==> src/rtl/tage_pkg.sv <==
// ----------------------------------------------------------------------------
// tage_pkg
// Shared definitions for the TAGE tagged-table sequencer.
//   - default table geometry (index, tag, useful and counter widths)
//   - controller state encoding (3 bits)
//   - per-update write decision and the function that derives it
// ----------------------------------------------------------------------------
package tage_pkg;

  localparam int IL_DEF      = 10;
  localparam int TAG_LEN_DEF = 8;
  localparam int UL_DEF      = 2;
  localparam int CL_DEF      = 3;

  typedef enum logic [2:0] {
    ST_IDLE   = 3'd0,
    ST_LK_RD  = 3'd1,
    ST_LK_RSP = 3'd2,
    ST_UP_RD  = 3'd3,
    ST_UP_EV  = 3'd4,
    ST_UP_WR  = 3'd5,
    ST_AGE    = 3'd6
  } tage_state_t;

  // Strobes issued to the table in the single write cycle of an update.
  typedef struct packed {
    logic inc_c;
    logic dec_c;
    logic inc_u;
    logic dec_u;
    logic alloc;
  } tage_upd_t;

  // Hit: train counter toward the outcome, reward or punish usefulness.
  // Miss on a misprediction: claim the entry if nobody finds it useful,
  // otherwise only age the current owner so it can be claimed later.
  // Miss on a correct prediction: leave the entry alone.
  function automatic tage_upd_t tage_decide(input logic hit,
                                            input logic taken,
                                            input logic mispred,
                                            input logic u_zero);
    tage_upd_t d;
    d = '0;
    if (hit) begin
      d.inc_c = taken;
      d.dec_c = !taken;
      d.inc_u = !mispred;
      d.dec_u = mispred;
    end else if (mispred) begin
      d.dec_u = 1'b1;
      d.alloc = u_zero;
    end else begin
      d = '0;
    end
    return d;
  endfunction

endpackage

==> src/rtl/tage_age_timer.sv <==
// ----------------------------------------------------------------------------
// tage_age_timer
// Counts accepted updates and runs the useful-bit aging sweep pointer.
// Ports:
//   Clk, reset      clock, synchronous active-low reset
//   upd_accept      one accepted update this cycle
//   sweep_step      controller is in the aging state; advance the pointer
//   sweep_pending   a sweep is due or in progress
//   ptr             entry being aged this cycle
//   ptr_last        ptr is at the last table entry
// ----------------------------------------------------------------------------
module tage_age_timer #(
  parameter int IL         = 10,
  parameter int AGE_PERIOD = 256
) (
  input  logic          Clk,
  input  logic          reset,
  input  logic          upd_accept,
  input  logic          sweep_step,
  output logic          sweep_pending,
  output logic [IL-1:0] ptr,
  output logic          ptr_last
);

  localparam int            AW       = $clog2(AGE_PERIOD) + 1;
  localparam logic [AW-1:0] AGE_LAST = AW'(AGE_PERIOD - 1);

  logic [AW-1:0] age_cnt;

  // Update counter wraps at the period and arms a sweep; the sweep pointer
  // walks the whole table once and disarms the sweep on its last entry.
  always_ff @(posedge Clk) begin
    if (!reset) begin
      age_cnt       <= '0;
      sweep_pending <= 1'b0;
      ptr           <= '0;
    end else begin
      if (upd_accept) begin
        if (age_cnt == AGE_LAST) begin
          age_cnt       <= '0;
          sweep_pending <= 1'b1;
        end else begin
          age_cnt <= age_cnt + AW'(1'b1);
        end
      end
      if (sweep_step) begin
        ptr <= ptr + IL'(1'b1);
        if (ptr_last) begin
          sweep_pending <= 1'b0;
        end
      end
    end
  end

  assign ptr_last = (ptr == {IL{1'b1}});

endmodule

==> src/rtl/tage_table_ctrl.sv <==
// ----------------------------------------------------------------------------
// tage_table_ctrl
// Sequencer for one TAGE tagged-component table. Arbitrates the table's
// single index port between lookups and updates, turns each update into a
// read / evaluate / write sequence and runs the periodic aging sweep.
// Ports:
//   Clk, reset                   clock, synchronous active-low reset
//   lk_valid/lk_ready/lk_index   lookup request handshake
//   lk_rsp_valid, lk_rsp_*       lookup response (one-cycle strobe)
//   up_valid/up_ready/up_*       update request handshake and payload
//   busy                         controller not idle
//   tbl_*  (out)                 table command: rd, index, tag data, strobes
//   tbl_rtag/tbl_ru/tbl_rc (in)  table registered read data
// ----------------------------------------------------------------------------
module tage_table_ctrl
  import tage_pkg::*;
#(
  parameter int IL         = IL_DEF,
  parameter int TAG_LEN    = TAG_LEN_DEF,
  parameter int UL         = UL_DEF,
  parameter int CL         = CL_DEF,
  parameter int AGE_PERIOD = 256,
  parameter int STARVE_MAX = 4
) (
  input  logic               Clk,
  input  logic               reset,
  input  logic               lk_valid,
  output logic               lk_ready,
  input  logic [IL-1:0]      lk_index,
  output logic               lk_rsp_valid,
  output logic [TAG_LEN-1:0] lk_rsp_tag,
  output logic [UL-1:0]      lk_rsp_u,
  output logic [CL-1:0]      lk_rsp_c,
  input  logic               up_valid,
  output logic               up_ready,
  input  logic [IL-1:0]      up_index,
  input  logic [TAG_LEN-1:0] up_tag,
  input  logic               up_taken,
  input  logic               up_mispred,
  output logic               busy,
  output logic               tbl_rd,
  output logic [IL-1:0]      tbl_index,
  output logic [TAG_LEN-1:0] tbl_wdata_tag,
  output logic               tbl_inc_u,
  output logic               tbl_dec_u,
  output logic               tbl_inc_c,
  output logic               tbl_dec_c,
  output logic               tbl_alloc,
  output logic               tbl_upd_en,
  input  logic [TAG_LEN-1:0] tbl_rtag,
  input  logic [UL-1:0]      tbl_ru,
  input  logic [CL-1:0]      tbl_rc
);

  localparam int            SW         = $clog2(STARVE_MAX + 2);
  localparam logic [SW-1:0] STARVE_TOP = SW'(STARVE_MAX);

  tage_state_t        state;
  tage_state_t        state_nxt;
  logic [IL-1:0]      req_index;
  logic [TAG_LEN-1:0] req_tag;
  logic               req_taken;
  logic               req_mispred;
  tage_upd_t          decision;
  logic [SW-1:0]      starve;

  logic               starve_full;
  logic               lk_grant;
  logic               up_grant;
  logic               sweep_step;
  logic               sweep_pending;
  logic               ptr_last;
  logic [IL-1:0]      sweep_ptr;

  assign starve_full = (starve == STARVE_TOP);
  assign lk_grant    = lk_valid && lk_ready;
  assign up_grant    = up_valid && up_ready;
  assign sweep_step  = (state == ST_AGE);

  tage_age_timer #(
    .IL         (IL),
    .AGE_PERIOD (AGE_PERIOD)
  ) u_age_timer (
    .Clk           (Clk),
    .reset         (reset),
    .upd_accept    (up_grant),
    .sweep_step    (sweep_step),
    .sweep_pending (sweep_pending),
    .ptr           (sweep_ptr),
    .ptr_last      (ptr_last)
  );

  // State register.
  always_ff @(posedge Clk) begin
    if (!reset) begin
      state <= ST_IDLE;
    end else begin
      state <= state_nxt;
    end
  end

  // Request capture, starvation tracking and the registered update decision.
  always_ff @(posedge Clk) begin
    if (!reset) begin
      req_index   <= '0;
      req_tag     <= '0;
      req_taken   <= 1'b0;
      req_mispred <= 1'b0;
      decision    <= '0;
      starve      <= '0;
    end else begin
      if (lk_grant) begin
        req_index <= lk_index;
      end else if (up_grant) begin
        req_index   <= up_index;
        req_tag     <= up_tag;
        req_taken   <= up_taken;
        req_mispred <= up_mispred;
      end
      // Lookups granted over a waiting update count toward forcing it through.
      if (up_grant) begin
        starve <= '0;
      end else if (lk_grant && up_valid && !starve_full) begin
        starve <= starve + SW'(1'b1);
      end
      // Read data of the entry is valid in UP_EV; freeze the verdict here.
      if (state == ST_UP_EV) begin
        decision <= tage_decide(tbl_rtag == req_tag, req_taken, req_mispred,
                                tbl_ru == '0);
      end
    end
  end

  // Next-state logic.
  always_comb begin
    state_nxt = state;
    case (state)
      ST_IDLE: begin
        if (sweep_pending) begin
          state_nxt = ST_AGE;
        end else if (lk_grant) begin
          state_nxt = ST_LK_RD;
        end else if (up_grant) begin
          state_nxt = ST_UP_RD;
        end else begin
          state_nxt = ST_IDLE;
        end
      end
      ST_LK_RD:  state_nxt = ST_LK_RSP;
      ST_LK_RSP: state_nxt = ST_IDLE;
      ST_UP_RD:  state_nxt = ST_UP_EV;
      ST_UP_EV:  state_nxt = ST_UP_WR;
      ST_UP_WR:  state_nxt = ST_IDLE;
      ST_AGE: begin
        if (ptr_last) begin
          state_nxt = ST_IDLE;
        end else begin
          state_nxt = ST_AGE;
        end
      end
      default:   state_nxt = ST_IDLE;
    endcase
  end

  // Output decode. Everything is held at 0 while reset is applied so a
  // sequence or sweep cut short by reset never issues a partial write.
  always_comb begin
    lk_ready      = 1'b0;
    up_ready      = 1'b0;
    lk_rsp_valid  = 1'b0;
    lk_rsp_tag    = '0;
    lk_rsp_u      = '0;
    lk_rsp_c      = '0;
    busy          = 1'b0;
    tbl_rd        = 1'b0;
    tbl_index     = '0;
    tbl_wdata_tag = '0;
    tbl_inc_u     = 1'b0;
    tbl_dec_u     = 1'b0;
    tbl_inc_c     = 1'b0;
    tbl_dec_c     = 1'b0;
    tbl_alloc     = 1'b0;
    tbl_upd_en    = 1'b0;
    if (!reset) begin
      busy = 1'b0;
    end else begin
      busy = (state != ST_IDLE);
      case (state)
        ST_IDLE: begin
          // Lookup wins a tie unless the update has waited long enough.
          if (!sweep_pending) begin
            lk_ready = !(up_valid && starve_full);
            up_ready = !(lk_valid && !starve_full);
          end else begin
            lk_ready = 1'b0;
            up_ready = 1'b0;
          end
        end
        ST_LK_RD: begin
          tbl_rd    = 1'b1;
          tbl_index = req_index;
        end
        ST_LK_RSP: begin
          tbl_rd       = 1'b1;
          tbl_index    = req_index;
          lk_rsp_valid = 1'b1;
          lk_rsp_tag   = tbl_rtag;
          lk_rsp_u     = tbl_ru;
          lk_rsp_c     = tbl_rc;
        end
        ST_UP_RD, ST_UP_EV: begin
          tbl_rd    = 1'b1;
          tbl_index = req_index;
        end
        ST_UP_WR: begin
          tbl_index     = req_index;
          tbl_upd_en    = 1'b1;
          tbl_inc_c     = decision.inc_c;
          tbl_dec_c     = decision.dec_c;
          tbl_inc_u     = decision.inc_u;
          tbl_dec_u     = decision.dec_u;
          tbl_alloc     = decision.alloc;
          tbl_wdata_tag = decision.alloc ? req_tag : '0;
        end
        ST_AGE: begin
          tbl_index  = sweep_ptr;
          tbl_dec_u  = 1'b1;
          tbl_upd_en = 1'b1;
        end
        default: begin
          tbl_rd = 1'b0;
        end
      endcase
    end
  end

endmodule

==> config.mk <==
export PLATFORM = sky130hd
export DESIGN_NAME = tage_table_ctrl
export DESIGN_NICKNAME = d
export VERILOG_FILES = /design/src/rtl/tage_pkg.sv /design/src/rtl/tage_age_timer.sv /design/src/rtl/tage_table_ctrl.sv
export SDC_FILE = /design/constraint.sdc
export NUM_CORES = 1
export LEC_CHECK = 0
export ABC_AREA = 1
export CAP_MARGIN = 20
export CORE_AREA = 2 2 78 80
export CTS_CLUSTER_DIAMETER = 150
export DETAILED_ROUTE_END_ITERATION = 10
export DIE_AREA = 0 0 80 82
export GPL_ROUTABILITY_DRIVEN = 0
export HOLD_SLACK_MARGIN = 0.03
export PLACE_DENSITY = 0.87
export SLEW_MARGIN = 25
export SYNTH_ARGS = -nofsm -noshare
export SYNTH_HDL_FRONTEND = slang
export SYNTH_SLANG_ARGS = --single-unit
==> constraint.sdc <==
create_clock -name Clk -period 2.7 [get_ports Clk]
set_input_delay 0.54 -clock Clk [delete_from_list [all_inputs] [get_ports Clk]]
set_output_delay 0.54 -clock Clk [all_outputs]
set_load 0.1 [all_outputs]
==> summary.md, run 1 <==
| Metric | Value |
|---|---|
| Async set-reset flop share out of synthesis | 0% |
| Util after Layout | 77.90% |
| # DRC | 0 |
| Vias in the first global route | 3011 |
| Die Ht | approximately 82 µm |
| Flops & latches, synth | 51 |
| Peak VDD IR | 0.3339 mV |
| Mapped cell area | ~2900 µm² |
| I/O pin count | a little under 90 |
| Kind of critical path | flip-flop to output pin |
| Synth Net Count | 495 |
| Critical Path Sink | tbl_dec_u |
| Area of the multi-input gates | approximately 1600 µm² |
| Most used DFF post-synth | dfxtp_1 |
| Area leader, netlist | dfxtp_1 |
| TritonCTS clock tree | yes |
| Synth top area share | 35.65% |
| CTS sink cnt | 51 |
| Routed WL per cell | approximately 15 µm |
| Synth area leaders | dfxtp_1 (36%), nand2_1 (13%), nor2_1 (8.4%) |
| Most common cell in the netlist | nand2_1 |
| Drt initial violations | a little under 200 |
| Detailed Place HPWL | 6.568 mm |
| Post-Route M1 WL | about 3.5 mm |
| CTS Buffer Depth | 2 |
| YS warnings | 0 |
| Initial antenna violation count | 0 |
| Post-Syn Instances | 443 |
| Vias per Instance | roughly 5.3 |
| Worst reg-to-reg path cell count | 8 |
| Final Cycle Share | between 90% and 100% |
| CTS clock-pin slew for the worst setup and hold paths | 90 ps |
| Vias | about 3200 |
| Count of cell types in the netlist | 32 |
| Area of the core | 5746 µm² |
| Synth cell count leaders | nand2_1 (103), nor2_1 (64), inv_1 (55), dfxtp_1 (51), a21oi_1 (36) |
| First-pass GRT wire length | 14.03 mm |
| RR Startpoint | starve[0] |
| DR pass1 iterations | 5 |
| Static leakage | approximately 1.8 nW |
| Inst Count DP | ~600 |
| Final nets | 583 |
| Crit. Startpoint | state[0] |
| Root buf cell | clkbuf_8 |
| Final min period | around 2600 ps |
| Layout cells sized above 1 | 17.29% |
| Num CTS Buffers | 5 |
| RSZ-0062 raised after global routing | false |
| Outcome | completed |
| Routed met2 length | 4.543 mm |
| Clk Latency, worst-skew pair | 320 ps |
| Non-filler cells in the finished layout | 607 |
| Area delta synth->final | 56.27% |
| PD cells | 425.6 nW/µm² |
| Largest net degree at the start of global routing | 28 |
| PortBufs | just under 90 |
| Worst EP required | 2160 ps |
| Hold Slack | roughly 480 ps |
| Avg Synthesized Cell Area | 6.465 µm² |
| Die outline width | about 80 µm |
| Setup Buffers After CTS | 0 |
| Fillcell total | 373 |
| Post-synthesis sequential area ratio | a little over a third |
| Final Setup Violations | 0 |
| CP Launch Type | flip-flop |
| Peak Freq | 384.5 MHz |
| Worst slew pin tran | 489.2 ps |
| DR top layer | met4 |
| Class of the worst hold path | flip-flop to flip-flop |
| Seq. cell area | 1021 µm² |
| Post-synth EDFFs | 0 |
| Crit end category | output pin |
| Max-slew violation count | 0 |
| Clock Skews | around 8 ps |
| CP Max Fanout | 5 |
| Maxcap violations | 0 |
| Post_cts resized | 0 |
| Routed Antenna Nets | 0 |
| Grt total ovfl | 0 |
| H-tree Lvls | 2 |
| WP data arrival | between 2000 and 2500 ps |
| Aggregate global-route resource usage | about 28% |
| N_diodes | 0 |
| Die Area | between 6000 and 7000 µm² |
| Hold buffers post-CTS | 0 |
| Rel. slew slack | 67.30% |
| # rows | 28 |
| Met3 wire len | 453 µm |
| Initial Util | 49.85% |
| Worst r2r dst | req_index[0] |
| Routed Wire Length | 8.850 mm |
| Post-layout power | 0.001905 W |
| Hold Fails Final Rpt | 0 |
| R2R setup slack | 820 ps |
-- layout by cell type (no fill, tap or decap), types with 10 or more instances in the layout --
cell and n:
inv_1 55, nand4_1 13, clkdlybuf4s50_1 46, nor2_2 22, nand3_1 34, o21ai_0 24
nand2_1 103, buf_4 10, nor2_1 42, dfxtp_1 51, buf_12 43, a21oi_1 35
-- power by group --
group | leakage [nW] | switching, W | internal, W
registers | 0.414 | 0.0000247 | 0.000782
logic | 1.32 | 0.000281 | 0.000186
clock network | 0.0654 | 0.000261 | 0.000370
total | 1.80 | 0.000566 | 0.00134
-- routing by layer --
metal / vias to the layer above / track usage, %
li1: 1579 / -
met1: 1500 / 32.84
met2: 126 / 47.08
met3: 30 / 5.495
met4: 0 / 14.41
met5: - / 0
-- how the worst min path moves through the flow --
stage / startpoint / to / slack (ps) / cells past startpoint
2_1_floorplan: u_age_timer.ptr[9] / u_age_timer.ptr[9] / 430 / 2
3_3_place_gp: u_age_timer.ptr[9] / u_age_timer.ptr[9] / 450 / 2
3_5_place_dp: u_age_timer.ptr[9] / u_age_timer.ptr[9] / 450 / 2
4_1_cts: req_taken / req_taken / 480 / 2
5_1_grt: req_taken / req_taken / 500 / 2
6_report: req_taken / req_taken / 480 / 2
-- final cells by class --
cell class	count	share of cell area, %
clock inverter	2	1.342
tap	75	2.097
timing repair buffer	99	31.20
clock buffer	6	1.621
inverter	59	4.976
sequential	51	22.81
multi-input combinational	315	35.95
-- sequential cells by signal, indices dropped and copies added (netlist names) --
register / cells
req_index: 10
u_age_timer.ptr: 10
u_age_timer.age_cnt: 9
req_tag: 8
decision: 5
starve: 3
state: 3
req_mispred: 1
req_taken: 1
u_age_timer.sweep_pending: 1
-- kinds of logic (layout without fill, tap and decap cells) --
group | Yosys count | in the layout | synth area share (%)
buffers and inverters | 77 | 166 | 11.01
AND/OR/NAND/NOR | 230 | 230 | 35.30
AO/OA/AOI/OAI | 69 | 69 | 12.49
flip-flops | 51 | 51 | 35.65
XOR/XNOR | 11 | 11 | 3.364
adder cells (fa/ha/maj) | 5 | 5 | 2.184
-- critical path, cell delays in order (launching register included) --
cell	delay, ps
dfxtp_1	520
inv_1	120
nor3_1	320
inv_1	210
a21oi_4	210
o21a_1	190
buf_12	180
-- through the flow --
step                      cell area (µm²)  setup slack (ps)  setup TNS, ps
after floorplan                      2945            -278.1          -3293
after global routing                 4476             3.294              0
final                                4476             99.46              0
after CTS                            4476             114.0              0
after detailed placement             4343             204.1              0
after global placement               4343             239.5              0
Power figures use the tool's default switching activity.
==> run 2, diff against run 1 <==
--- a/config.mk
+++ b/config.mk
@@ -6,6 +6,7 @@
 export NUM_CORES = 1
 export LEC_CHECK = 0
 export ABC_AREA = 1
+export ABC_CLOCK_PERIOD_IN_PS = 2700
 export CAP_MARGIN = 20
 export CORE_AREA = 2 2 78 80
 export CTS_CLUSTER_DIAMETER = 150
==> results of run 2 <==
No change in the layout: final DEF, timing and power equal those of run 1.
==> run 3, diff against run 2 <==
--- a/config.mk
+++ b/config.mk
@@ -8,13 +8,13 @@
 export ABC_AREA = 1
 export ABC_CLOCK_PERIOD_IN_PS = 2700
 export CAP_MARGIN = 20
-export CORE_AREA = 2 2 78 80
+export CORE_AREA = 2 2 83 85
 export CTS_CLUSTER_DIAMETER = 150
 export DETAILED_ROUTE_END_ITERATION = 10
-export DIE_AREA = 0 0 80 82
+export DIE_AREA = 0 0 85 87
 export GPL_ROUTABILITY_DRIVEN = 0
 export HOLD_SLACK_MARGIN = 0.03
-export PLACE_DENSITY = 0.87
+export PLACE_DENSITY = 0.78
 export SLEW_MARGIN = 25
 export SYNTH_ARGS = -nofsm -noshare
 export SYNTH_HDL_FRONTEND = slang
==> run 3 against run 2 <==
  * Register-to-register slack about the same
  * Non-clock buffer count down 1
  * Clock-buffer cell count up 1
  * Cell area down 0.67%
  * Utilization down 10 points
  * Routed wire length down 7.5%
  * Sequential share of layout area up 0.15 points
  * Combinational power down 1%
  * Sequential power about the same
  * Clock skew up 2.0 ps
  * Largest cell class unchanged
  * Global-route usage down 6.1 points
==> summary.md, run 3 (synthesis gave the netlist of run 1 again) <==
| Metric | Value |
|---|---|
| Outcome | completed |
| Peak VDD IR | 0.4097 mV |
| CTS Buffer Depth | 2 |
| Final Cycle Share | 94.81% |
| Kind of critical path | flip-flop to output pin |
| Inst Count DP | around 600 |
| Hold buffers post-CTS | 0 |
| WP data arrival | 2020 ps |
| Class of the worst hold path | flip-flop to flip-flop |
| Num CTS Buffers | 5 |
| Initial Util | 43.60% |
| Initial antenna violation count | 0 |
| N_diodes | 0 |
| Final min period | 2560 ps |
| PD cells | 393.5 nW/µm² |
| CTS sink cnt | 51 |
| Worst reg-to-reg path cell count | 10 |
| Maxcap violations | 0 |
| Rel. slew slack | 72.63% |
| Non-filler cells in the finished layout | 611 |
| Setup TNS | 0 ps |
| Worst path bufs/invs | 3 |
| # DRC | 0 |
| First-pass GRT wire length | 13.03 mm |
| Die Area | 7395 µm² |
| # rows | 30 |
| Drt initial violations | 116 |
| Vias per Instance | 5.115 |
| Die outline width | 85 µm |
| Most frequent cells in the layout | nand2_1 (103), inv_1 (55), dfxtp_1 (51) |
| H-tree Lvls | 2 |
| Area of the core | 6569 µm² |
| Die Ht | 87 µm |
| Hold Fails Final Rpt | 0 |
| PortBufs | ~90 |
| TritonCTS clock tree | yes |
| CP Launch Type | flip-flop |
| Post_cts resized | 0 |
| I/O pin count | 89 |
| Leading cell type in the layout, fill and taps excluded | nand2_1 |
| Top cell by count, worst path | inv_1 |
| Hold depth | 2 |
| CTS clock-pin slew for the worst setup and hold paths | 100 ps |
| Aggregate global-route resource usage | a little over a fifth |
| Critical path's largest stage delay | 500 ps |
| Detailed Place HPWL | 6.338 mm |
| Routed Antenna Nets | 0 |
| CP cell instances | inv_1, nor3_1, inv_1, a21oi_4, o21a_1, buf_12 |
| Largest regs | req_index: 10 flops, u_age_timer.ptr: 10 flops, u_age_timer.age_cnt: 9 flops |
| Vias | 3125 |
| Hold Slack | between 400 and 500 ps |
| Worst EP required | 2160 ps |
| Routed WL per cell | 13.39 µm |
| CP Depth | 6 |
| Crit path max-delay family | buffers and inverters |
| Vias in the first global route | 2890 |
| Area delta synth->final | 55.22% |
| Grt total ovfl | 0 |
| Max-slew violation count | 0 |
| Clk Latency, worst-skew pair | ~300 ps |
| DR pass1 iterations | 5 |
| Final nets | 582 |
| Slowest cell on crit path | dfxtp_1 |
| Crit end category | output pin |
| CP Max Fanout | 5 |
| Routed Wire Length | between 8 and 9 mm |
| Layout cells sized above 1 | between 10% and 20% |
| Largest net degree at the start of global routing | 35 |
| Clock Skews | 9.936 ps |
| RSZ-0062 raised after global routing | false |
| Static leakage | 1.776 nW |
| Worst slew pin tran | about 400 ps |
| Root buf cell | clkbuf_8 |
| Final Setup Violations | 0 |
| Setup Buffers After CTS | 0 |
| Peak Freq | just under 400 MHz |
-- run 3: cell count changes in the layout (fill, tap and decap cells not counted) --
| cell | delta |
|---|---|
| buf_4 | -1 |
| clkbuf_8 | +2 |
| clkinvlp_4 | +1 |
| bufinv_16 | -2 |
| clkbuf_1 | -1 |
-- run 3: cell type report --
class                   count  area, µm²
fillers                   534       2123
multi-input cells         315       1609
repair buffers             98       1389
flip-flops and latches     51       1021
inverters                  59      222.7
well taps                  80      100.1
clock buffers               7      96.34
clock inverters             1      7.507
-- run 3: path summary, 6_finish.rpt --
check	start	endpoint	slack (ps)
min reg2reg	u_age_timer.ptr[9]	u_age_timer.ptr[9]	470
min	u_age_timer.ptr[9]	u_age_timer.ptr[9]	470
max reg2reg	starve[0]	req_index[0]	830
max	state[0]	tbl_dec_u	140
-- run 3: per-layer routing --
| layer | up-vias | share of wire, % | global-route usage (%) |
|---|---|---|---|
| li1 | 1581 | - | - |
| met1 | 1441 | 41 | 26.54 |
| met2 | 93 | 52 | 39.20 |
| met3 | 10 | 4.8 | 2.844 |
| met4 | 0 | 1.6 | 6.061 |
| met5 | - | 0 | 0 |
-- run 3: power by group --
part / switching (W) / total [W] / internal [W]
registers: 0.0000240 / 0.000806 / 0.000782
logic: 0.000276 / 0.000461 / 0.000185
clock network: 0.000249 / 0.000483 / 0.000234
total: 0.000549 / 0.00175 / 0.00120
-- run 3: worst register-to-register path: stages, from the launching register on --
cell and delay [ps]:
dfxtp_1 380, inv_1 60, ha_1 260, nand2_1 90, nand2_1 110, nand3_4 250, clkinv_2 270, nand2_1 120
nand2_1 70, nor2_1 110, nor2_1 50
-- run 3: through the flow --
step / worst slack, ps / utilization (%) / total power (W) / area (µm²)
2_1_floorplan: -278.1 / - / 0.001095 / 2945
3_3_place_gp: 185.1 / 66.10 / 0.001272 / 4342
3_5_place_dp: 146.2 / 66.10 / 0.001283 / 4342
5_1_grt: 48.59 / 67.68 / 0.001819 / 4446
4_1_cts: 133.2 / 67.68 / 0.001759 / 4446
6_report: 140.2 / 67.68 / 0.001749 / 4446
